$ cat config.mk
export PLATFORM = sky130hd
export DESIGN_NAME = dac
export DESIGN_NICKNAME = d
export VERILOG_FILES = /design/src/rtl/dac_pkg.sv /design/src/rtl/dac_sck_gen.sv /design/src/rtl/dac.sv
export SDC_FILE = /design/constraint.sdc
export NUM_CORES = 1
export LEC_CHECK = 0
export ABC_AREA = 1
export CORE_ASPECT_RATIO = 1.5
export CORE_MARGIN = 2
export CORE_UTILIZATION = 65
export DETAILED_ROUTE_END_ITERATION = 12
export PLACE_DENSITY = 0.84
export SLEW_MARGIN = 20
export SYNTH_ARGS = -nofsm -noshare
export SYNTH_HDL_FRONTEND = slang
export SYNTH_SLANG_ARGS = --single-unit
$ cat constraint.sdc
create_clock -name clock_in -period 3.9 [get_ports clock_in]
set_input_delay 0.975 -clock clock_in [delete_from_list [all_inputs] [get_ports clock_in]]
set_output_delay 0.975 -clock clock_in [all_outputs]
set_load 0.02 [all_outputs]
$ cat src/rtl/dac_pkg.sv
// dac_pkg: shared constants, FSM state type and frame builder for the
// LTC2624 SPI transmitter (dac).
package dac_pkg;

  localparam int         FRAME_BITS       = 32;
  localparam logic [3:0] CMD_WRITE_UPDATE = 4'b0011;
  localparam logic [3:0] ADDR_ALL         = 4'b1111;
  localparam logic [11:0] CODE_FULL       = 12'hFFF;
  localparam logic [11:0] CODE_HALF       = 12'h800;

  typedef enum logic [2:0] {IDLE, LOAD, SHIFT, HOLD, GAP} dac_state_t;

  // 8 don't-care bits, command, address, 12-bit code, 4 don't-care bits.
  function automatic logic [FRAME_BITS-1:0] make_frame(input logic mid);
    return {8'h00, CMD_WRITE_UPDATE, ADDR_ALL, (mid ? CODE_HALF : CODE_FULL), 4'h0};
  endfunction

endpackage

$ cat src/rtl/dac_sck_gen.sv
// dac_sck_gen: SCK half-period counter. While en is high it alternates
// low and high phases of CLK_DIV cycles each, starting with a low phase,
// and pulses rise/fall on the last cycle of the low/high phase so the
// caller can register the SCK edge on the following clock.
//   clock_in : system clock
//   rst_n    : async active-low reset
//   en       : run the counter; low holds it at the start of a low phase
//   rise     : strobe, SCK should go high on the next edge
//   fall     : strobe, SCK should go low on the next edge
module dac_sck_gen #(
  parameter int CLK_DIV = 2
) (
  input  logic clock_in,
  input  logic rst_n,
  input  logic en,
  output logic rise,
  output logic fall
);

  localparam int CW = (CLK_DIV > 1) ? $clog2(CLK_DIV) : 1;

  logic [CW-1:0] cnt;
  logic          phase;   // 0 = low phase, 1 = high phase
  logic          tc;

  assign tc = (cnt == CW'(CLK_DIV - 1));

  always_ff @(posedge clock_in or negedge rst_n) begin
    if (!rst_n) begin
      cnt   <= '0;
      phase <= 1'b0;
    end else if (!en) begin
      cnt   <= '0;
      phase <= 1'b0;
    end else if (tc) begin
      cnt   <= '0;
      phase <= ~phase;
    end else begin
      cnt   <= cnt + 1'b1;
    end
  end

  assign rise = en & tc & ~phase;
  assign fall = en & tc &  phase;

endmodule

$ cat src/rtl/dac.sv
// dac: SPI transmitter for the LTC2624 quad DAC. Each rising edge of start
// (accepted only in IDLE with the clear released) sends one 32-bit
// write-and-update frame to all four channels, code full- or mid-scale.
//   clock_in : system clock
//   rst_n    : async active-low reset
//   start    : level input, each rising edge requests a frame
//   half     : 1 = code 12'h800, 0 = code 12'hFFF (latched at accept)
//   select   : DAC chip select, active-low
//   clock    : SPI SCK, idles low
//   MOSI     : serial data, MSB first, changes on SCK fall
//   reset    : DAC_CLR, active-low
// Build option: define DAC_CLR_PULSE_EN to hold reset low for CLR_CYCLES
// cycles after rst_n release; otherwise it rises on the first clock.
module dac
  import dac_pkg::*;
#(
  parameter int CLK_DIV    = 2,
  parameter int CLR_CYCLES = 16
) (
  input  logic clock_in,
  input  logic rst_n,
  input  logic start,
  input  logic half,
  output logic select,
  output logic clock,
  output logic MOSI,
  output logic reset
);

  localparam int WW = $clog2(CLK_DIV + 1);

  dac_state_t            state;
  logic                  start_q;
  logic                  half_q;
  logic [FRAME_BITS-2:0] sreg;      // bits still to send after MOSI
  logic [5:0]            bit_cnt;
  logic [WW-1:0]         wait_cnt;  // HOLD / GAP duration
  logic                  rise, fall;
  logic                  accept, wait_tc;
  logic [FRAME_BITS-1:0] frame;

  assign accept  = start & ~start_q & reset & (state == IDLE);
  assign wait_tc = (wait_cnt == WW'(CLK_DIV - 1));
  assign frame   = make_frame(half_q);

  dac_sck_gen #(.CLK_DIV(CLK_DIV)) u_sck (
    .clock_in (clock_in),
    .rst_n    (rst_n),
    .en       (state == SHIFT),
    .rise     (rise),
    .fall     (fall)
  );

`ifdef DAC_CLR_PULSE_EN
  localparam int CCW = $clog2(CLR_CYCLES + 1);
  logic [CCW-1:0] clr_cnt;

  always_ff @(posedge clock_in or negedge rst_n) begin
    if (!rst_n) begin
      clr_cnt <= '0;
      reset   <= 1'b0;
    end else if (!reset) begin
      if (clr_cnt == CCW'(CLR_CYCLES - 1)) reset <= 1'b1;
      else                                 clr_cnt <= clr_cnt + 1'b1;
    end
  end
`else
  always_ff @(posedge clock_in or negedge rst_n) begin
    if (!rst_n) reset <= 1'b0;
    else        reset <= 1'b1;
  end
`endif

  always_ff @(posedge clock_in or negedge rst_n) begin
    if (!rst_n) begin
      state    <= IDLE;
      start_q  <= 1'b0;
      half_q   <= 1'b0;
      sreg     <= '0;
      bit_cnt  <= '0;
      wait_cnt <= '0;
      select   <= 1'b1;
      clock    <= 1'b0;
      MOSI     <= 1'b0;
    end else begin
      start_q <= start;
      case (state)
        IDLE: if (accept) begin
          half_q <= half;
          state  <= LOAD;
        end
        LOAD: begin
          sreg    <= frame[FRAME_BITS-2:0];
          MOSI    <= frame[FRAME_BITS-1];
          select  <= 1'b0;
          bit_cnt <= '0;
          state   <= SHIFT;
        end
        SHIFT: begin
          if (rise) begin
            clock <= 1'b1;
          end else if (fall) begin
            clock <= 1'b0;
            if (bit_cnt == 6'd31) begin
              bit_cnt  <= '0;
              MOSI     <= 1'b0;
              wait_cnt <= '0;
              state    <= HOLD;
            end else begin
              bit_cnt <= bit_cnt + 6'd1;
              MOSI    <= sreg[FRAME_BITS-2];
              sreg    <= {sreg[FRAME_BITS-3:0], 1'b0};
            end
          end
        end
        HOLD: begin
          if (wait_tc) begin
            wait_cnt <= '0;
            select   <= 1'b1;
            state    <= GAP;
          end else begin
            wait_cnt <= wait_cnt + 1'b1;
          end
        end
        GAP: begin
          if (wait_tc) begin
            wait_cnt <= '0;
            state    <= IDLE;
          end else begin
            wait_cnt <= wait_cnt + 1'b1;
          end
        end
        default: state <= IDLE;
      endcase
    end
  end

endmodule

==> flow_summary.json <==
{
  "status": "completed",
  "grt_pass1_vias": 1626,
  "dieArea_sq_mm": 0.00406,
  "h-tree-depth": 2,
  "critPathTopFamily": "buffers and inverters",
  "leakage_nw": 1.19,
  "cts_buffer_depth": 2,
  "root_buffer": "clkbuf_8",
  "rr_startpoint": "state[1]$_DFFE_PN0P_",
  "ys_warn_count": 0,
  "synth_edf_count": 0,
  "drtAntennaViolNets": 0,
  "ys_ff_latch": 46,
  "ys_seq_area_share_pct": 49.8,
  "cp.depth": 1,
  "cp-end-kind": "output pin",
  "grt.met1_usage_pct": 25.1,
  "multi_input_area_sq_um": 990,
  "syn_nets": 272,
  "antenna_found_initial": 0,
  "worst_pin_slew_ns": 0.571,
  "r2r_cells": 7,
  "cts_setup_buffers": 0,
  "dp.cells": 306,
  "final_max_slew_viol_count": 0,
  "initial_core_util_pct": 67.7,
  "critPathSlowestCell": "clkdlybuf4s50_1",
  "cts_tree": "done",
  "seq_area_sq_mm": 0.00115,
  "row_count": 26,
  "final_cell_mix": "103 x nand2_1, 45 x dfrtp_1, 19 x o21ai_2",
  "pre_cts_slack_ns": 1.83,
  "vias_per_cell": 5.30,
  "synthArstFlopShare_pct": 100,
  "worst-path-max-fanout": 2,
  "met2_usage_pct": 38.4,
  "hold_path.class": "reg -> reg",
  "critical-path-max-stage-delay_ns": 0.59,
  "clock-sinks": 46,
  "num_antenna_cells": 0,
  "core-area_sq_mm": 0.00342,
  "synth_cell_types": 31,
  "final_common_cell": "nand2_1",
  "numCtsBuffers": 5,
  "synth.top_cell.area_share_pct": 48.7,
  "setup_viol": 0,
  "dieHeight_microns": 77.0,
  "rsz0062_at_grt": "false",
  "vias": 1664,
  "grt_use_total_pct": 22.1,
  "critPathKind": "reg -> out",
  "drive_gt1_share_pct": 19.9,
  "drc": 0,
  "syn_inst": 267,
  "grt.busiest_layer": "met2",
  "drt_iter0_markers": 44,
  "crit_start": "select$_DFFE_PN1P_",
  "grt_pass1_wl_microns": 6740,
  "synth_area_leaders": "dfrtp_1 49%, nand2_1 17%, o21ai_2 7.2%",
  "cts-hold-fix-buffers": 0,
  "io_pins": 8,
  "dr.pass1.iters": 4,
  "io_buffer_count": 7,
  "hold_viol_final": 0,
  "crit_buf_inv": 1,
  "grt_util_met3_pct": 5.45,
  "grt_max_degree": 47,
  "drv_cap": 0,
  "r2r-end": "sreg[13]$_DFFE_PN0P_",
  "drt_wl_total_microns": 3830,
  "synth_top_cell_by_area": "dfrtp_1",
  "syn_to_final_growth_pct": 4.71,
  "ir_drop_mv": 0.708,
  "worstPathArrival_ns": 1.43,
  "wl_per_cell_microns": 12.2,
  "finish.utilization_pct": 70.9,
  "clk_latency_ns": 0.30,
  "clock-skew-final_ns": 0.00686,
  "layout.cells.non_filler": 314,
  "critPathLaunchType": "flip-flop",
  "max_slew_margin_pct": 61.9,
  "period_needed_ns": 2.40,
  "hpwlAfterDp_microns": 2550,
  "path_cells": "clkdlybuf4s50_1",
  "gp_congestion": 0.737,
  "n_fill_cell": 280,
  "fp.dieW_microns": 52.7,
  "required_ns": 2.92,
  "fin_tns_setup_ns": 0,
  "syn_area_sq_mm": 0.00231,
  "max_freq_mhz": 416,
  "r2r_slack_ns": 1.87,
  "ys.flop_type": "dfrtp_1",
  "overflow": 0,
  "power_density_mw_per_mm2": 772,
  "setup_ws_ns": 1.50,
  "crit_end": "select",
  "fin_nets": 276,
  "fin_crit_sh_pct": 61.6,
  "ctsResizeCount": 0,
  "clkSlewWorstSetupHoldPaths_ns": 0.08,
  "synth_area_per_cell_sq_um": 8.66
}
-- state kept, by name, indices dropped and copies added (netlist names) --
register / count
u_sck.phase: 1
start_q: 1
MOSI: 1
select: 1
clock: 1
wait_cnt: 2
half_q: 1
sreg: 27
bit_cnt: 6
state: 3
u_sck.cnt: 1
reset: 1
-- Yosys cell counts, types with 2 or more instances --
cell type and number:
dfrtp_1 45, buf_2 2, inv_2 3, buf_12 2
inv_1 14, nand3_1 15, o21ai_0 7, nor2_1 15
buf_4 2, o21ai_1 2, nand4_1 2, nand2_2 15
nor2_4 2, buf_6 3, o21ai_2 19, nand2_1 103
nand2_4 2
-- through the flow --
stage               instance area, sq um  power (mW)  hold WS, ns
floorplan                           2310        1.53        0.438
global placement                    2330        1.56        0.456
detailed placement                  2330        1.59        0.463
CTS                                 2420        1.89        0.474
global route                        2420        2.02        0.511
finish                              2420        1.87        0.477
-- worst reg2reg max path, stage by stage, from the launching register on --
cell	delay, ns
dfrtp_1	0.56
nand2_2	0.15
nor2_8	0.34
o21ai_2	0.20
nand2_8	0.34
inv_2	0.18
nand2_1	0.10
nand2_1	0.05
-- cell families (layout without fill, tap and decap cells) --
| kind of cell | Yosys count | in the layout | share of synthesized area [%] |
|---|---|---|---|
| AND/OR/NAND/NOR | 160 | 160 | 32.0 |
| flip-flops | 46 | 46 | 49.8 |
| AO/OA/AOI/OAI | 31 | 31 | 10.1 |
| buffers and inverters | 28 | 33 | 7.36 |
| adder cells (fa/ha/maj) | 1 | 1 | 0.541 |
| other | 1 | 1 | 0.162 |
-- where the power goes --
group	leakage (nW)	switching, mW	internal [mW]	total [mW]
Sequential	0.588	0.116	0.635	0.751
Combinational	0.554	0.556	0.265	0.821
Clock	0.0482	0.155	0.143	0.298
Total	1.19	0.827	1.04	1.87
-- metal layers --
layer,routed length [microns],vias up
met5,0,-
met4,45,0
met3,80,4
met2,2080,14
met1,1620,807
li1,-,839
-- cell type report --
type	count	area share [%]
Clock buffer	7	3.57
Tap cell	42	2.17
Clock inverter	1	0.207
Inverter	18	2.79
Sequential cell	46	47.6
Multi-Input combinational cell	193	40.9
Timing Repair Buffer	7	2.79
-- how the worst min path moves through the flow --
stage | start | end | slack, ns | cells after the start
2_1_floorplan | u_sck.cnt$_DFF_PN0_ | u_sck.cnt$_DFF_PN0_ | 0.44 | 1
3_3_place_gp | u_sck.cnt$_DFF_PN0_ | u_sck.cnt$_DFF_PN0_ | 0.46 | 1
3_5_place_dp | u_sck.cnt$_DFF_PN0_ | u_sck.cnt$_DFF_PN0_ | 0.46 | 1
4_1_cts | u_sck.cnt$_DFF_PN0_ | u_sck.cnt$_DFF_PN0_ | 0.47 | 1
5_1_grt | select$_DFFE_PN1P_ | select$_DFFE_PN1P_ | 0.51 | 2
6_report | u_sck.cnt$_DFF_PN0_ | u_sck.cnt$_DFF_PN0_ | 0.48 | 1
No activity file was read; power rests on OpenSTA's default activity.
==> RTL change 1 (same flow settings) <==
The 5 states of `dac_state_t` get a Gray code encoding in 3 bits.
--- a/src/rtl/dac_pkg.sv
+++ b/src/rtl/dac_pkg.sv
@@ -10,3 +10,3 @@
 
-  typedef enum logic [2:0] {IDLE, LOAD, SHIFT, HOLD, GAP} dac_state_t;
+  typedef enum logic [2:0] {IDLE = 3'b000, LOAD = 3'b001, SHIFT = 3'b011, HOLD = 3'b010, GAP = 3'b110} dac_state_t;
 
Function: same outputs for any inputs over 10 cycles, from zero or initial values and one cycle with rst_n low; not proved beyond that.
==> RTL change 1 against the original RTL <==
Area after synthesis is 2.7% lower. Clock skew hardly changed. Setup slack worse by 0.0048 ns. Count of clock-buffer cells in the layout is 1 higher. Wire length is 8.7% higher. Sequential cell count stayed put. Design area is 0.21% lower. Non-clock buffer count is 1 higher. Largest cell class unchanged. Highest routed layer unchanged.
Power is not compared: it rests on default switching activity, and its combinational part moved more than twofold at a synthesized area within 25%.
==> RTL change 1: results (changes against the original RTL) <==
status: "finished clean"  # unchanged
first_iter_violations: 62  # was 44
grt_max_degree: 47  # unchanged
synth_fp_nets: 287  # was 272
netlist_top_cells_area: "dfrtp_1 50%, nand2_1 21%, nand3_1 6.2%"  # was dfrtp_1 49%, nand2_1 17%, o21ai_2 7.2%
clock_skew_ns: 0.00645  # was 0.00686 ns
hold_path.class: "flop to flop"  # unchanged
synth_cell_types: 25  # was 31
fin_cells: 328  # was 314
critPathTopFamily: "buffers and inverters"  # unchanged
gp_congestion: 0.788  # was 0.737
final_layout_size_suffix_gt1_share_pct: 8.39  # was 19.9%
place.port_buffers: 7  # unchanged
grt_pass1_vias: 1731  # was 1626
min_period_ns: 2.41  # was 2.40 ns
vias: 1768  # was 1664
pre_cts_slack_ns: 1.82  # was 1.83 ns
dpl.cell_count: 320  # was 306
gr-usage-all-layers_pct: 24.3  # was 22.1%
cts_max_level: 2  # unchanged
avgSynthCellArea_um2: 7.98  # was 8.66 um2
clkTransAtPathRegs_ns: 0.08  # about the same
grt_antenna_before_repair: 0  # unchanged
cts_buffers: 5  # unchanged
async_reset_ff_share_pct: 100  # unchanged
vdd.ir_drop.worst_mv: 0.298
routed_wl_mm: 4.16  # was 3.83 mm
worstMarginPinSlew_ns: 0.565  # was 0.571 ns
reg2reg_slack_ns: 1.99  # was 1.87 ns
ys_seq_area_share_pct: 51.2  # was 49.8%
synth.top_cells.by_count: "124 x nand2_1, 45 x dfrtp_1, 28 x nand3_1, 17 x inv_1, 13 x nor2_1"  # was 103 x nand2_1, 45 x dfrtp_1, 19 x o21ai_2
top_regs: "sreg (27), bit_cnt (6), state (3)"  # unchanged
placed_cell_area_um2: 2300  # was 2330 um2
hpwl_mm: 2.63  # was 2.55 mm
cts-resized-gates: 0  # unchanged
grt_pass1_wl_mm: 7.29  # was 6.74 mm
worstPathMaxFanout: 2  # unchanged
RTL change 1: metrics by stage:
step | power, mW | util [%] | hold slack, ns
2_1_floorplan | 0.489 | - | 0.434
3_3_place_gp | 0.502 | 68.7 | 0.448
3_5_place_dp | 0.502 | 68.7 | 0.455
4_1_cts | 0.833 | 72.0 | 0.476
5_1_grt | 0.856 | 72.1 | 0.493
6_report | 0.831 | 72.1 | 0.474
RTL change 1: cell type report:
class,count,area (um2)
Inverter,17,63.8
Tap cell,42,52.6
Fill cell,270,935
Multi-Input combinational cell,207,962
Sequential cell,46,1150
Clock buffer,8,110
Timing Repair Buffer,8,75.1
RTL change 1: worst paths after layout:
path | startpoint | to | cells past startpoint
setup / recovery | select | select | 1
hold / removal | sreg[19] | sreg[19] | 2
setup reg to reg | state[0] | sreg[28] | 7
hold reg to reg | sreg[19] | sreg[19] | 2
max in group asynchronous | rst_n | sreg[26] | 1
min in group asynchronous | rst_n | state[2] | 1
RTL change 1: metal layers:
layer	share of wire, %	up-vias	GRT usage, %
met5	0	-	0
met4	1.6	0	8.68
met3	3.1	6	7.06
met2	53	29	40.8
met1	43	845	28.7
li1	-	888	-
RTL change 1: logic make-up (layout without fill, tap and decap cells):
logic type / count (synthesis) / count (layout) / share of synthesized area (%)
AO/OA/AOI/OAI: 14 / 14 / 4.00
XOR/XNOR: 1 / 1 / 0.389
adder cells (fa/ha/maj): 1 / 1 / 0.556
buffers and inverters: 29 / 33 / 6.01
flip-flops: 46 / 46 / 51.2
other: 1 / 1 / 0.167
AND/OR/NAND/NOR: 190 / 190 / 37.7
RTL change 1: where the power goes:
part	total [mW]	internal, mW	switching [mW]
logic	0.0138	0.00350	0.0103
registers	0.478	0.478	0.000353
clock network	0.339	0.179	0.160
total	0.831	0.660	0.170
==> RTL change 2 (same flow settings) <==
Without the edit above. `CLK_DIV` is set to 2 in 2 places; all go to 4.
--- a/src/rtl/dac_sck_gen.sv
+++ b/src/rtl/dac_sck_gen.sv
@@ -10,3 +10,3 @@
 module dac_sck_gen #(
-  parameter int CLK_DIV = 2
+  parameter int CLK_DIV = 4
 ) (
--- a/src/rtl/dac.sv
+++ b/src/rtl/dac.sv
@@ -16,3 +16,3 @@
 #(
-  parameter int CLK_DIV    = 2,
+  parameter int CLK_DIV    = 4,
   parameter int CLR_CYCLES = 16
Formal check against the unedited RTL: not equivalent (a bounded check fails within 10 cycles, from zero or initial values and one cycle with rst_n low).
==> RTL change 2 against the original RTL <==
Combinational power down 15%. Largest cell class unchanged. Utilization up 0.33 points. Sequential cell count up 2. Power down 7.2%. Design area down 1.4%. Wire length up 0.65%. Setup slack worse by 0.0064 ns. Area after synthesis down 3.4%. Highest routed layer unchanged.
==> RTL change 2: results (changes against the original RTL) <==
yosysTopAreaCellShare_pct: 52.7  # was 48.7%
p_switching_uw: 728  # was 827 uW
synthCells: 271  # was 267
viasPerCell: 5.27  # was 5.30
cts_buffers: 5  # unchanged
fin_cells: 320  # was 314
grt_antenna_before_repair: 0  # unchanged
fill_cells: 279  # was 280
grt_max_degree: 49  # was 47
synth_cell_types: 26  # was 31
yosysWarnings: 0  # unchanged
dpl.cell_count: 312  # was 306
cts-root-buf: "clkbuf_8"  # unchanged
grt_pass1_wl_mm: 6.52  # was 6.74 mm
p_leak_nw: 1.21  # was 1.19 nW
ys_seq_area_share_pct: 53.8  # was 49.8%
worstMarginPinSlew_ns: 0.584  # was 0.571 ns
first_iter_violations: 46  # was 44
place.port_buffers: 7  # unchanged
final_layout_size_suffix_gt1_share_pct: 11.5  # was 19.9%
vdd.ir_drop.worst_mv: 0.517  # was 0.708 mV
placed_cell_area_um2: 2290  # was 2330 um2
status: "finished clean"  # unchanged
drtPass1Iterations: 4  # unchanged
async_reset_ff_share_pct: 100  # unchanged
routed_wl_mm: 3.85  # was 3.83 mm
nets: 284  # was 276
synth.top_cells.by_count: "118 x nand2_1, 47 x dfrtp_1, 19 x nor2_1, 18 x nand3_1, 16 x o21ai_1"  # was 103 x nand2_1, 45 x dfrtp_1, 19 x o21ai_2
netlist_top_cells_area: "dfrtp_1 53%, nand2_1 20%, nand3_1 4.0%"  # was dfrtp_1 49%, nand2_1 17%, o21ai_2 7.2%
cap_violations: 0  # unchanged
clkTransAtPathRegs_ns: 0.09
grt_pass1_vias: 1571  # was 1626
gp_congestion: 0.732  # was 0.737
top_regs: "sreg (27), bit_cnt (6)"  # was sreg (27), bit_cnt (6), state (3)
critPathTopFamily: "buffers and inverters"  # unchanged
hpwl_mm: 2.65  # was 2.55 mm
gr-usage-all-layers_pct: 22.7  # was 22.1%
cts_max_level: 2  # unchanged
post_cts_buffers: 0  # unchanged
clock_skew_ns: 0.0103  # was 0.00686 ns
pre_cts_slack_ns: 1.78  # was 1.83 ns
RTL change 2: cell types whose count changed in the layout (fill, tap and decap cells not counted), sizes merged, moves of 2 or more:
cell   unedited run  this run
dfrtp            45        47
ha                1         3
nand3            16        18
nor2             18        21
o21ai            28        26
RTL change 2: cells by family (layout without fill, tap and decap cells):
group | Yosys count | count (layout) | share of synthesized area (%)
flops | 48 | 48 | 53.8
other cells | 1 | 1 | 0.168
simple gates | 167 | 167 | 30.9
fa+ha+maj | 3 | 3 | 1.68
buf+inv | 24 | 31 | 5.38
compound gates | 28 | 28 | 8.01
RTL change 2: metrics by stage:
step	power, mW	hold WS, ns
final	1.74	0.435
after global routing	1.89	0.460
after CTS	1.75	0.440
after detailed placement	1.45	0.428
after global placement	1.42	0.418
after floorplan	1.35	0.408
RTL change 2: layout make-up:
| cell class | count | area (um2) | area share [%] |
|---|---|---|---|
| clock buffers | 6 | 82.6 | 3.46 |
| clock inverters | 2 | 10.0 | 0.420 |
| inverters | 16 | 60.1 | 2.52 |
| multi-input cells | 199 | 911 | 38.2 |
| flip-flops and latches | 48 | 1200 | 50.4 |
| well taps | 42 | 52.6 | 2.20 |
| repair buffers | 7 | 67.6 | 2.83 |
RTL change 2: metal layers:
layer	routed length (um)	track usage, %
met4	88	10.5
met5	0	0
met2	1970	40.6
met1	1700	25.7
met3	92	4.71
RTL change 2: power by group through the flow:
stage          combinational (mW)  sequential, mW  clock (mW)
3_3_place_gp                0.677           0.739           0
3_5_place_dp                0.699           0.748           0
6_report                    0.695           0.739       0.302
5_1_grt                     0.803           0.757       0.327
4_1_cts                     0.705           0.739       0.309
2_1_floorplan               0.616           0.733           0
RTL change 2: worst paths after layout:
check / cells after the start / to / from / slack [ns]
max: 1 / select / select / 1.49
min: 1 / u_sck.cnt[0] / u_sck.cnt[0] / 0.44
max reg2reg: 8 / sreg[11] / state[0] / 1.79
min reg2reg: 1 / u_sck.cnt[0] / u_sck.cnt[0] / 0.44
max in group asynchronous: 1 / sreg[29] / rst_n / 2.83
min in group asynchronous: 1 / clock / rst_n / 0.67
